<file path="config.mk">
export PLATFORM = sky130hd
export DESIGN_NAME = tron_player_mover
export DESIGN_NICKNAME = d
export VERILOG_FILES = /design/src/rtl/tron_player_mover.sv
export SDC_FILE = /design/constraint.sdc
export NUM_CORES = 1
export LEC_CHECK = 0
export CAP_MARGIN = 10
export CORE_ASPECT_RATIO = 0.9
export CORE_MARGIN = 4
export CORE_UTILIZATION = 40
export CTS_CLUSTER_DIAMETER = 120
export DETAILED_ROUTE_END_ITERATION = 7
export PLACE_DENSITY = 0.56
export SYNTH_ARGS = -nofsm -noshare
export SYNTH_HDL_FRONTEND = slang
export SYNTH_SLANG_ARGS = --single-unit
</file>
<file path="constraint.sdc">
create_clock -name clk -period 5 [get_ports clk]
set_input_delay 0.5 -clock clk [delete_from_list [all_inputs] [get_ports clk]]
set_output_delay 0.5 -clock clk [all_outputs]
set_load 0.01 [all_outputs]
</file>
<file path="src/rtl/tron_player_mover.sv">
// Tron light-cycle trajectory generator: turns direction buttons into a heading, advances one
// cell per game tick, and freezes on a dead flag from the collision checker or on a wall hit.
module tron_player_mover #(
    parameter int TICK_DIV  = 2500000,
    parameter int X_MAX     = 159,
    parameter int Y_MAX     = 119,
    parameter int X_START   = 20,
    parameter int Y_START   = 60,
    parameter int DIR_START = 0,
    parameter int WRAP      = 0
) (
    input  logic       clk,
    input  logic       reset,
    input  logic       start,
    input  logic       dead,
    input  logic       btn_up,
    input  logic       btn_down,
    input  logic       btn_left,
    input  logic       btn_right,
    output logic [9:0] x,
    output logic [9:0] y,
    output logic [1:0] dir,
    output logic       moving,
    output logic       step,
    output logic       wall_hit
);
    localparam int            CW        = $clog2(TICK_DIV);
    localparam logic [CW-1:0] TICK_LAST = CW'(TICK_DIV - 1);
    localparam logic [9:0]    XM        = 10'(X_MAX);
    localparam logic [9:0]    YM        = 10'(Y_MAX);
    localparam logic [9:0]    XS        = 10'(X_START);
    localparam logic [9:0]    YS        = 10'(Y_START);
    localparam logic [1:0]    DS        = 2'(DIR_START);
    localparam bit            WRAP_EN   = (WRAP != 0);

    localparam logic [1:0] D_RIGHT = 2'd0;
    localparam logic [1:0] D_UP    = 2'd1;
    localparam logic [1:0] D_LEFT  = 2'd2;
    localparam logic [1:0] D_DOWN  = 2'd3;

    typedef enum logic [1:0] {IDLE = 2'd0, RUN = 2'd1, STOP = 2'd2} state_t;

    state_t        state;
    state_t        state_next;
    logic [CW-1:0] tick_cnt;
    logic [1:0]    pending;
    logic [3:0]    btn_prev;
    logic [3:0]    btn_now;
    logic [3:0]    btn_rise;
    logic          req_valid;
    logic [1:0]    req_dir;
    logic          start_ok;
    logic          tick;
    logic          at_edge;
    logic          wall;
    logic [9:0]    x_next;
    logic [9:0]    y_next;

    // Button vector ordered {up, down, left, right} so the priority chain reads top-down.
    assign btn_now  = {btn_up, btn_down, btn_left, btn_right};
    assign btn_rise = btn_now & ~btn_prev;
    assign start_ok = start && (state != RUN);
    assign tick     = (state == RUN) && (tick_cnt == TICK_LAST);
    assign wall     = tick && !dead && at_edge && !WRAP_EN;

    always_comb begin
        req_valid = 1'b1;
        req_dir   = dir;
        if (btn_rise[3])      req_dir = D_UP;
        else if (btn_rise[2]) req_dir = D_DOWN;
        else if (btn_rise[1]) req_dir = D_LEFT;
        else if (btn_rise[0]) req_dir = D_RIGHT;
        else                  req_valid = 1'b0;
    end

    // Candidate next cell in the pending heading; the wrapped value doubles as the WRAP=1 result.
    always_comb begin
        x_next  = x;
        y_next  = y;
        at_edge = 1'b0;
        case (pending)
            D_RIGHT: begin
                at_edge = (x == XM);
                x_next  = at_edge ? 10'd0 : x + 10'd1;
            end
            D_LEFT: begin
                at_edge = (x == 10'd0);
                x_next  = at_edge ? XM : x - 10'd1;
            end
            D_UP: begin
                at_edge = (y == 10'd0);
                y_next  = at_edge ? YM : y - 10'd1;
            end
            default: begin
                at_edge = (y == YM);
                y_next  = at_edge ? 10'd0 : y + 10'd1;
            end
        endcase
    end

    always_ff @(posedge clk) begin
        if (reset) state <= IDLE;
        else       state <= state_next;
    end

    always_comb begin
        state_next = state;
        case (state)
            IDLE:    if (start) state_next = RUN;
            RUN:     if (dead || wall) state_next = STOP;
            STOP:    if (start) state_next = RUN;
            default: state_next = IDLE;
        endcase
    end

    always_comb begin
        moving = (state == RUN);
    end

    always_ff @(posedge clk) begin
        if (reset) begin
            x        <= XS;
            y        <= YS;
            dir      <= DS;
            pending  <= DS;
            step     <= 1'b0;
            wall_hit <= 1'b0;
            tick_cnt <= '0;
            btn_prev <= 4'd0;
        end else begin
            btn_prev <= btn_now;
            step     <= 1'b0;
            if (start_ok) begin
                x        <= XS;
                y        <= YS;
                dir      <= DS;
                pending  <= DS;
                wall_hit <= 1'b0;
                tick_cnt <= '0;
            end else if (state == RUN && !dead) begin
                tick_cnt <= tick ? '0 : tick_cnt + 1'b1;
                if (tick) begin
                    dir <= pending;
                    if (wall) begin
                        wall_hit <= 1'b1;
                    end else begin
                        x    <= x_next;
                        y    <= y_next;
                        step <= 1'b1;
                    end
                end
                // A request landing on the tick cycle overwrites pending after it was consumed.
                if (req_valid && ((req_dir ^ dir) != 2'd2)) pending <= req_dir;
            end
        end
    end
endmodule
</file>
# Yosys cells after proc, flatten, opt, wreduce, memory -nomap -nowiden
# Cells that the tools add are included.
[op_classes] eq_ne=11 bitwise=7 n_reduce_logical=23 n_addsub=5 muxes=20
[op_table] operator="10-bit 2-to-1 mux" n=4
[op_table] operator="10-bit case mux with 2 select lines" n=2
[op_table] operator="22-bit by 1-bit adder with 22-bit output, second input constant" n=1
[op_table] operator="22-bit equality test, second input constant" n=1
[op_table] operator="22-bit 2-to-1 mux" n=1
[op_table] operator="10-bit by 1-bit adder with 10-bit output, second input constant" n=2
[op_table] operator="10-bit logical NOT" n=2
[op_table] operator="10-bit by 1-bit subtractor with 10-bit output, second input constant" n=2
[op_table] operator="2-bit 2-to-1 mux" n=6
[op_table] operator="10-bit by 7-bit equality test with 1-bit output, second input constant" n=1
[op_table] operator="10-bit by 8-bit equality test with 1-bit output, second input constant" n=1
[op_table] operator="4-bit AND reduction" n=2
[op_table] operator="1-bit logical AND" n=6
[op_table] operator="2-bit by 1-bit != test with 1-bit output, second input constant" n=3
[op_table] operator="2-bit AND reduction" n=3
[op_table] operator="2-bit OR reduction" n=3
[op_table] operator="1-bit 2-to-1 mux" n=5
[op_table] operator="4-bit AND" n=1
[op_table] operator="2-bit by 1-bit equality test with 1-bit output, second input constant" n=2
[op_table] operator="2-bit equality test, second input constant" n=2
[op_table] operator="2-bit logical NOT" n=2
[op_table] operator="1-bit NOT" n=4
[op_table] operator="4-bit NOT" n=1
[op_table] operator="2-bit case mux with 2 select lines" n=1
[op_table] operator="other kinds (8)" n=8
[totals] out_inout_bits=25 word_cells=75 ff_bits=54 inputBits=8

# Depth between registers and ports, before layout
# Gate-level depths: netlist of the first run.
[logic_depth] word_depth=10 depth_mapped=8 depth_no_buf=7

# Worst setup path before layout of the first run
# OpenSTA, ideal clock, no wires.
[synth_timing] path_type="register -> register" startpoint="reg y[0]" endpoint="reg state[1]" path_stages_with_launch=8 setup_ns=0.057 arrival_ns=2.172 path_slack_ns=2.770 n_path_buf=0 required_ns=4.943 synth_period_minus_slack_ns=2.230 cell_sequence="dfxtp_1 inv_1 ha_1 or4b_1 nor3_1 o211ai_1 a2111oi_2 o21ba_2"
[synth_via] elab_chain_cells=6 word_cells_on_any_way=7 classes_between="eq/ne: 2; mux: 1; reduce/logical: 4"
[synth_rtl] item="start: declaration" line_no="21" rtl="output logic [9:0] y,"
[synth_rtl] item="start signal: assignment" line_no="148" rtl="y <= y_next;"
[synth_rtl] item="10-bit by 7-bit equality test with 1-bit output or 10-bit logical NOT (tied branches)" line_no="95, 91"
[synth_rtl] item="1-bit case mux with 3 select lines *" line_no="81" rtl="case (pending)"
[synth_rtl] item="1-bit logical AND *" line_no="64" rtl="assign wall = tick && !dead && at_edge && !WRAP_EN;"
[synth_rtl] item="1-bit logical OR *" line_no="110" rtl="RUN: if (dead || wall) state_next = STOP;"
[synth_rtl] item="2-bit by 1-bit != test with 1-bit output (no line) *"
[synth_rtl] item="2-bit AND reduction (no line) *"
[synth_rtl] item="end signal: assignment" line_no="103" rtl="else state <= state_next;"
[synth_rtl] item="end: declaration" line_no="43" rtl="state_t state;"
# Mark *: on every way between the ends. The rest lies on a longest branch, timed or not.
# A chain may end at the register's enable or synchronous reset.

# Final worst setup path of the first run
[layout_timing] startpoint="reg tick_cnt[0]" endpoint="reg y[6]"
[layout_via] elab_chain_cells=6
[layout_rtl] item="start: declaration" line_no="45" rtl="logic [CW-1:0] tick_cnt;"
[layout_rtl] item="start signal: assignment" line_no="141" rtl="tick_cnt <= tick ? '0 : tick_cnt + 1'b1;"
[layout_rtl] item="22-bit equality test *" line_no="63" rtl="assign tick = (state == RUN) && (tick_cnt == TICK_LAST);"
[layout_rtl] item="1-bit logical AND *" line_no="63"
[layout_rtl] item="1-bit logical AND (2 in series)" line_no="64"
[layout_rtl] item="1-bit NOT (no line)"
[layout_rtl] item="4-bit AND reduction (no line) *"
# Marks and branches as above.

==> results of run 1 <==
==> per-stage QoR <==
step	instance area [um2]	util [%]	setup slack, ps
2_1_floorplan	3455	-	2770
3_3_place_gp	3810	46.33	2288
3_5_place_dp	3810	46.33	2248
4_1_cts	3920	47.67	2343
5_1_grt	3920	47.67	2212
6_report	3920	47.67	2351
==> placed cells by master, fill, tap and decap left out, drive strengths merged, types with 10 or more instances in the layout <==
cell type | synthesis | final
clkdlybuf4s50 | 0 | 32
nand4 | 13 | 13
a21oi | 16 | 16
nor2 | 47 | 47
nor4 | 11 | 11
a31oi | 10 | 10
xor2 | 21 | 21
nand3 | 31 | 31
nand2 | 36 | 36
inv | 11 | 11
dfxtp | 54 | 54
o21ai | 12 | 12
o31ai | 10 | 10
nor2b | 10 | 10
nor3 | 11 | 11
==> Yosys cell counts, types with 6 or more instances <==
cell and number:
a21oi_1 16, a31oi_1 10, and3_1 7, clkbuf_1 26, dfxtp_1 54, ha_1 7, inv_1 11, nand2_1 36
nand2b_1 7, nand3_1 30, nand4_1 13, nor2_1 47, nor2b_1 10, nor3_1 11, nor4_1 10, nor4b_1 6
o21ai_0 12, o31ai_1 10, or3_1 6, or4_1 6, xor2_1 21
==> power groups by stage <==
stage	logic, mW	clock network [mW]	registers (mW)
floorplan	0.0321	0	0.445
global placement	0.0481	0	0.446
finish	0.0488	0.298	0.437
detailed placement	0.0486	0	0.446
global route	0.0539	0.326	0.437
CTS	0.0487	0.311	0.437
==> routing by layer <==
metal	vias up	wire [um]	GRT usage, %
met2	106	4073	30.20
met4	0	104	3.883
met5	-	0	0
li1	1674	-	-
met1	1595	4579	27.04
met3	11	569	2.884
==> registers in the layout, indices dropped and copies added, names as in the netlist <==
register / flops
btn_prev: 4
dir: 2
pending: 2
state: 2
step: 1
tick_cnt: 22
wall_hit: 1
x: 10
y: 10
==> cell families (layout without fill, tap and decap cells) <==
kind of cell / after synthesis / in the layout / synth area share, %
AOI/OAI and AO/OA: 103 / 103 / 21.52
muxes: 4 / 4 / 1.231
adders and majority gates: 7 / 7 / 2.535
xor gates and xnor gates: 24 / 24 / 6.085
buffers and inverters: 42 / 53 / 4.781
DFF: 54 / 54 / 31.29
and+or+nand+nor: 210 / 210 / 32.56
==> layout make-up <==
| type | instances | area, um2 |
|---|---|---|
| clock buffers | 6 | 72.57 |
| clock inverters | 2 | 37.54 |
| fillers | 849 | 4303 |
| inverters | 11 | 41.29 |
| multi-input cells | 348 | 2208 |
| flip-flops and latches | 54 | 1081 |
| well taps | 115 | 143.9 |
| repair buffers | 34 | 335.3 |
==> how the worst max path moves through the flow <==
stage | startpoint | end | slack, ps | cells after the start
after CTS | tick_cnt[0] | y[6] | 2340 | 6
final | tick_cnt[0] | y[6] | 2350 | 6
after global routing | y[3] | y[6] | 2210 | 5
after floorplan | y[0] | state[1] | 2770 | 7
after global placement | dead | y[6] | 2290 | 4
after detailed placement | dead | y[6] | 2250 | 4
==> worst register-to-register path, cell delays in order, from the launching register on <==
cell and delay, ps:
dfxtp_1 420, ha_1 230, nand3b_1 120, or3_4 410
or4b_1 710, or4_1 540, a21oi_1 160
==> summary.md, run 1 <==
| Metric | Value |
|---|---|
| Outcome | completed |
| Post-synthesis sequential area ratio | 31.29% |
| Comb power frac | 6.2% |
| CP max stage cell | or4b_1 |
| Initial antenna violation count | 0 |
| Vias per Instance | 5.940 |
| Slew HR | 33.68% |
| Post-CTS Resized | 0 |
| Hold WS | 494.6 ps |
| Unrepaired setup endpoints after global routing | no |
| Total number of vias | 3386 |
| Worst-Margin Slew | 982.0 ps |
| Peak supply drop | 0.1287 mV |
| Largest net degree at the start of global routing | 21 |
| Final Setup Violations | 0 |
| Post-CTS setup buffer count | 0 |
| Setup TNS | 0 ps |
| CTS hold repair buffers | 0 |
| HP Start | wall_hit |
| Initial Util | 42.01% |
| WL final | 9327 um |
| Finished Layout Cells | 570 |
| Clock Sinks | 54 |
| Die Span Y | 96.17 um |
| H-tree Lvls | 2 |
| WP data required | 5230 ps |
| 1st-iter DRT viols | 183 |
| Grt ovf | 0 |
| Cell taking the most area after synthesis | dfxtp_1 |
| Synth cell types | 67 |
| Fmax | 377.5 MHz |
| Total power | 0.7832 mW |
| CP cell instances | ha_1, nand3b_1, or3_4, or4b_1, or4_1, a21oi_1 |
| Final slew viol count | 0 |
| Number of synthesized flops with an enable pin | 0 |
| Power density cells | 199.8 nW/um2 |
| Pleak | 1.307 nW |
| Pre-Repair DR Iteration Count | 5 |
| HP Class | reg -> reg |
| Inst Count DP | 562 |
| Maxcap violations | 0 |
| Post-route DRC violation count | 0 |
| Max FO, Critical Path | 12 |
| Crit path arrival time | 2880 ps |
| CTS tree | yes |
| Synth async-reset ratio | 0% |
| Reg-to-reg slack, setup | 2350 ps |
| Clock power share | 38.0% |
| Critical path class | reg -> reg |
| Nets | 469 |
| CP top delay family | simple AND/OR/NAND/NOR gates |
| Rows | 31 |
| Dominant synthesized flop cell | dfxtp_1 |
| Clk root buf | clkbuf_8 |
| Worst-Skew Late Latency | 310 ps |
| CP bufs+invs | 0 |
| Ant diodes | 0 |
| Crit start category | flop |
| Total Routing Usage GR | 18.87% |
| Slowest stage delay, CP | 710 ps |
| Synthesized instance count | 444 |
| Synth Register Bits | 54 |
| Ports | 33 |
| Cell Area, Synth | 3455 um2 |
| Clk_skew | 5.878 ps |
| Share of layout cells above drive strength 1 | 4.835% |
| Most area-consuming cells after synthesis | dfxtp_1, xor2_1, nor2_1 |
| First-pass GRT wire length | 15840 um |
| Detail Placement HPWL | 6623 um |
| Vias in the first global route | 3124 |
| Syn_nets | 459 |
| Seq pwr share | 55.7% |
| Post-DRT Antenna Nets | 0 |
| R2R depth | 6 |
| Yosys top cell area share | 31.29% |
| Worst-path clk slew | 100 ps |
| CORE AREA | 8223 um2 |
| Final period util | 52.98% |
| Capturing point of the worst reg2reg path | y[6] |
| Chip width | 106.0 um |
| Die ar. | 10190 um2 |
| Ys Warns | 0 |
| Worst r2r src | tick_cnt[0] |
| Sw power | 0.1821 mW |
| Worst hold path depth | 1 |
| Wire per inst | 16.36 um |
| Final min period | 2649 ps |
| Internal Pwr Total | 0.6011 mW |
| Max clock buf depth | 2 |
| RePlAce Congestion | 0.9465 |
| Layout Area Growth over Synthesis | 13.47% |
| Switching part of the total | 23.25% |
| Crit. End Element | flop |
| Synth Area per Inst | 7.781 um2 |
| Port Buffers | 32 |
| Worst Hold End | wall_hit |
| CTS Buf Count | 5 |
| Final hold vios | 0 |
Power figures use the tool's default switching activity.
==> inputs of run 2 (changes only) <==
Settings changed: PLACE_DENSITY 0.56 to 0.58.
Clock period 5 ns to 2.3 ns, I/O delays scaled along.
==> run 2 against run 1 <==
  * Clock skew increased by 2.4 ps
  * Clock power increased by 110%
  * Die area unchanged
  * Largest power group unchanged
  * Critical path depth is the same
  * Combinational power grew to 2.6 times the previous value
  * Sequential power grew 120%
  * Total power increased by 120%
  * Wire length is 5.3% higher
  * Via count grew 6.7%
  * Count of clock-buffer cells in the layout fell by 1
==> summary.md, run 2 (synthesized netlist as in run 1, its figures left out) <==
| Metric | Value |
|---|---|
| Ports | 33 (unchanged) |
| HP Class | reg -> reg |
| Final min period | 2210 ps (-438.6 ps) |
| Port Buffers | 32 (unchanged) |
| Rows | 31 (unchanged) |
| Worst-path clk slew | 100 ps (about the same) |
| Power density cells | 377.5 nW/um2 (+89%) |
| Nets | 537 (+14%) |
| Slowest stage delay, CP | 500 ps (-210 ps) |
| Reg-to-reg slack, setup | 90 ps (-2260 ps) |
| 1st-iter DRT viols | 176 (-3.8%) |
| Share of layout cells above drive strength 1 | 20.31% (+15 points) |
| WP data required | 2550 ps (-2680 ps) |
| CTS tree | yes |
| CP bufs+invs | 1 (+1) |
| Total Routing Usage GR | 19.36% (+0.50 points) |
| WL met2 | 4347 um (+6.7%) |
| Worst-Skew Late Latency | 310 ps (about the same) |
| Layout Area Growth over Synthesis | 31.40% |
| Wire per inst | 15.42 um (-5.8%) |
| Vias per Instance | 5.672 (-4.5%) |
| Setup crit end | x[6] |
| Ant diodes | 0 (unchanged) |
| Max clock buf depth | 2 (unchanged) |
| Fmax | 452.5 MHz (+20%) |
| Clk root buf | clkbuf_8 |
| Clk_skew | 8.229 ps (+2.351 ps) |
| Die ar. | 10190 um2 (unchanged) |
| Post-CTS setup buffer count | 0 (unchanged) |
| Routed length on met3 | 517 um (-9.1%) |
| CORE AREA | 8223 um2 (unchanged) |
| Post-route cell area | 4539 um2 (+16%) |
| Pre-Repair DR Iteration Count | 5 (unchanged) |
| Critical path class | reg -> reg |
| Maxcap violations | 0 (unchanged) |
| Max FFs per register | 22 (unchanged) |
| Die Span Y | 96.17 um (unchanged) |
| Initial Util | 42.01% (unchanged) |
| CP cell instances | nor4b_2, nand4_1, buf_4, or4_1, or4_4, a21oi_2 |
| Post-DRT Antenna Nets | 0 (unchanged) |
| Reg with most FFs | tick_cnt |
| Slew HR | 58.68% (+25 points) |
| Final period util | 96.09% (+43 points) |
| Pleak | 1.688 nW (+29%) |
| DRT met1 WL | 4898 um (+7.0%) |
| Worst r2r src | tick_cnt[14] |
| Worst-Margin Slew | 616.9 ps (-365.1 ps) |
| CTS Buf Count | 5 (unchanged) |
| Outcome | completed |
| Detail Placement HPWL | 7417 um (+12%) |
| Final hold vios | 0 (unchanged) |
| Peak supply drop | 0.2424 mV (+88%) |
| Critical Path Stages | 6 (unchanged) |
| CTS hold repair buffers | 0 (unchanged) |
| Setup TNS | 0 ps (unchanged) |
| Total number of vias | 3613 (+6.7%) |
| Crit path arrival time | 2460 ps (-420 ps) |
| Grt ovf | 0 (unchanged) |
| Total power | 1.714 mW (+120%) |
| Post-placement cell area | 4345 um2 (+14%) |
| H-tree Lvls | 2 (unchanged) |
| Biggest regs | tick_cnt x22, x x10, y x10 |
| Vias in the first global route | 3239 (+3.7%) |
| DR top layer | met4 |
| RePlAce Congestion | 0.9686 (+2.3%) |
| Inst Count DP | 630 (+12%) |
| CP top delay family | simple AND/OR/NAND/NOR gates |
| Crit path launch | tick_cnt[14] |
| Crit start category | flop |
| R2R depth | 6 (unchanged) |
| Final Setup Violations | 0 (unchanged) |
| Chip width | 106.0 um (unchanged) |
| Post-route DRC violation count | 0 (unchanged) |
| Fillers | 818 (-3.7%) |
| Initial antenna violation count | 0 (unchanged) |
| Clock Sinks | 54 (unchanged) |
| WL final | 9822 um (+5.3%) |
| Crit. End Element | flop |
| Capturing point of the worst reg2reg path | x[6] |
| Most frequent cells in the layout | buf_4, dfxtp_1, nor2_1, nand2_1, clkdlybuf4s50_1 |
| Largest net degree at the start of global routing | 21 (unchanged) |
| Commonest non-fill, non-tap cell in the layout | buf_4 |
| Final slew viol count | 0 (unchanged) |
| Finished Layout Cells | 637 (+12%) |
| Max FO, Critical Path | 4 (-8) |
| First-pass GRT wire length | 16020 um (+1.2%) |
| CP max stage cell | or4_4 |
-- run 2: cell types whose count changed in the layout (fill, tap and decap cells not counted), sizes merged --
cell      before  now
buf            2   70
clkbuf         6    5
clkinv         0    1
clkinvlp       1    0
-- run 2: metal layers --
layer,up-vias,track usage (%)
met2,80,29.83
met5,-,0
met3,5,3.957
met1,1716,28.07
met4,0,3.883
li1,1812,-
-- run 2: how the worst min path moves through the flow --
stage | from | end | slack [ps] | cells past startpoint
after CTS | btn_down | btn_prev[2] | 480 | 2
after floorplan | reset | btn_prev[0] | 300 | 1
after detailed placement | wall_hit | wall_hit | 450 | 1
final | wall_hit | wall_hit | 480 | 1
after global placement | wall_hit | wall_hit | 450 | 1
after global routing | btn_down | btn_prev[2] | 480 | 2
-- run 2: through the flow --
stage | setup WS [ps] | utilization [%] | hold slack [ps]
final | 89.86 | 55.20 | 482.0
after global routing | -27.40 | 55.20 | 480.7
after global placement | 0.2691 | 52.85 | 449.2
after detailed placement | -54.09 | 52.85 | 454.9
after CTS | 13.60 | 54.28 | 479.1
after floorplan | 70.34 | - | 301.6
-- run 2: power breakdown --
group / internal, mW / switching (mW)
sequential: 0.942 / 0.00565
combinational: 0.0548 / 0.0716
clock: 0.321 / 0.319
-- run 2: cell type report --
cell class	instances	area, um2	share of cell area, %
Clock buffer	5	68.82	1.516
Clock inverter	2	38.79	0.8545
Inverter	11	41.29	0.9096
Multi-Input combinational cell	348	2291	50.47
Sequential cell	54	1085	23.90
Tap cell	115	143.9	3.170
Timing Repair Buffer	102	870.8	19.18
-- run 2: repair_timing --
item                                    4_1_cts  5_1_grt
pin swaps                                     0        5
endpoints found under the setup margin        7       15
gates resized for setup                       2       16
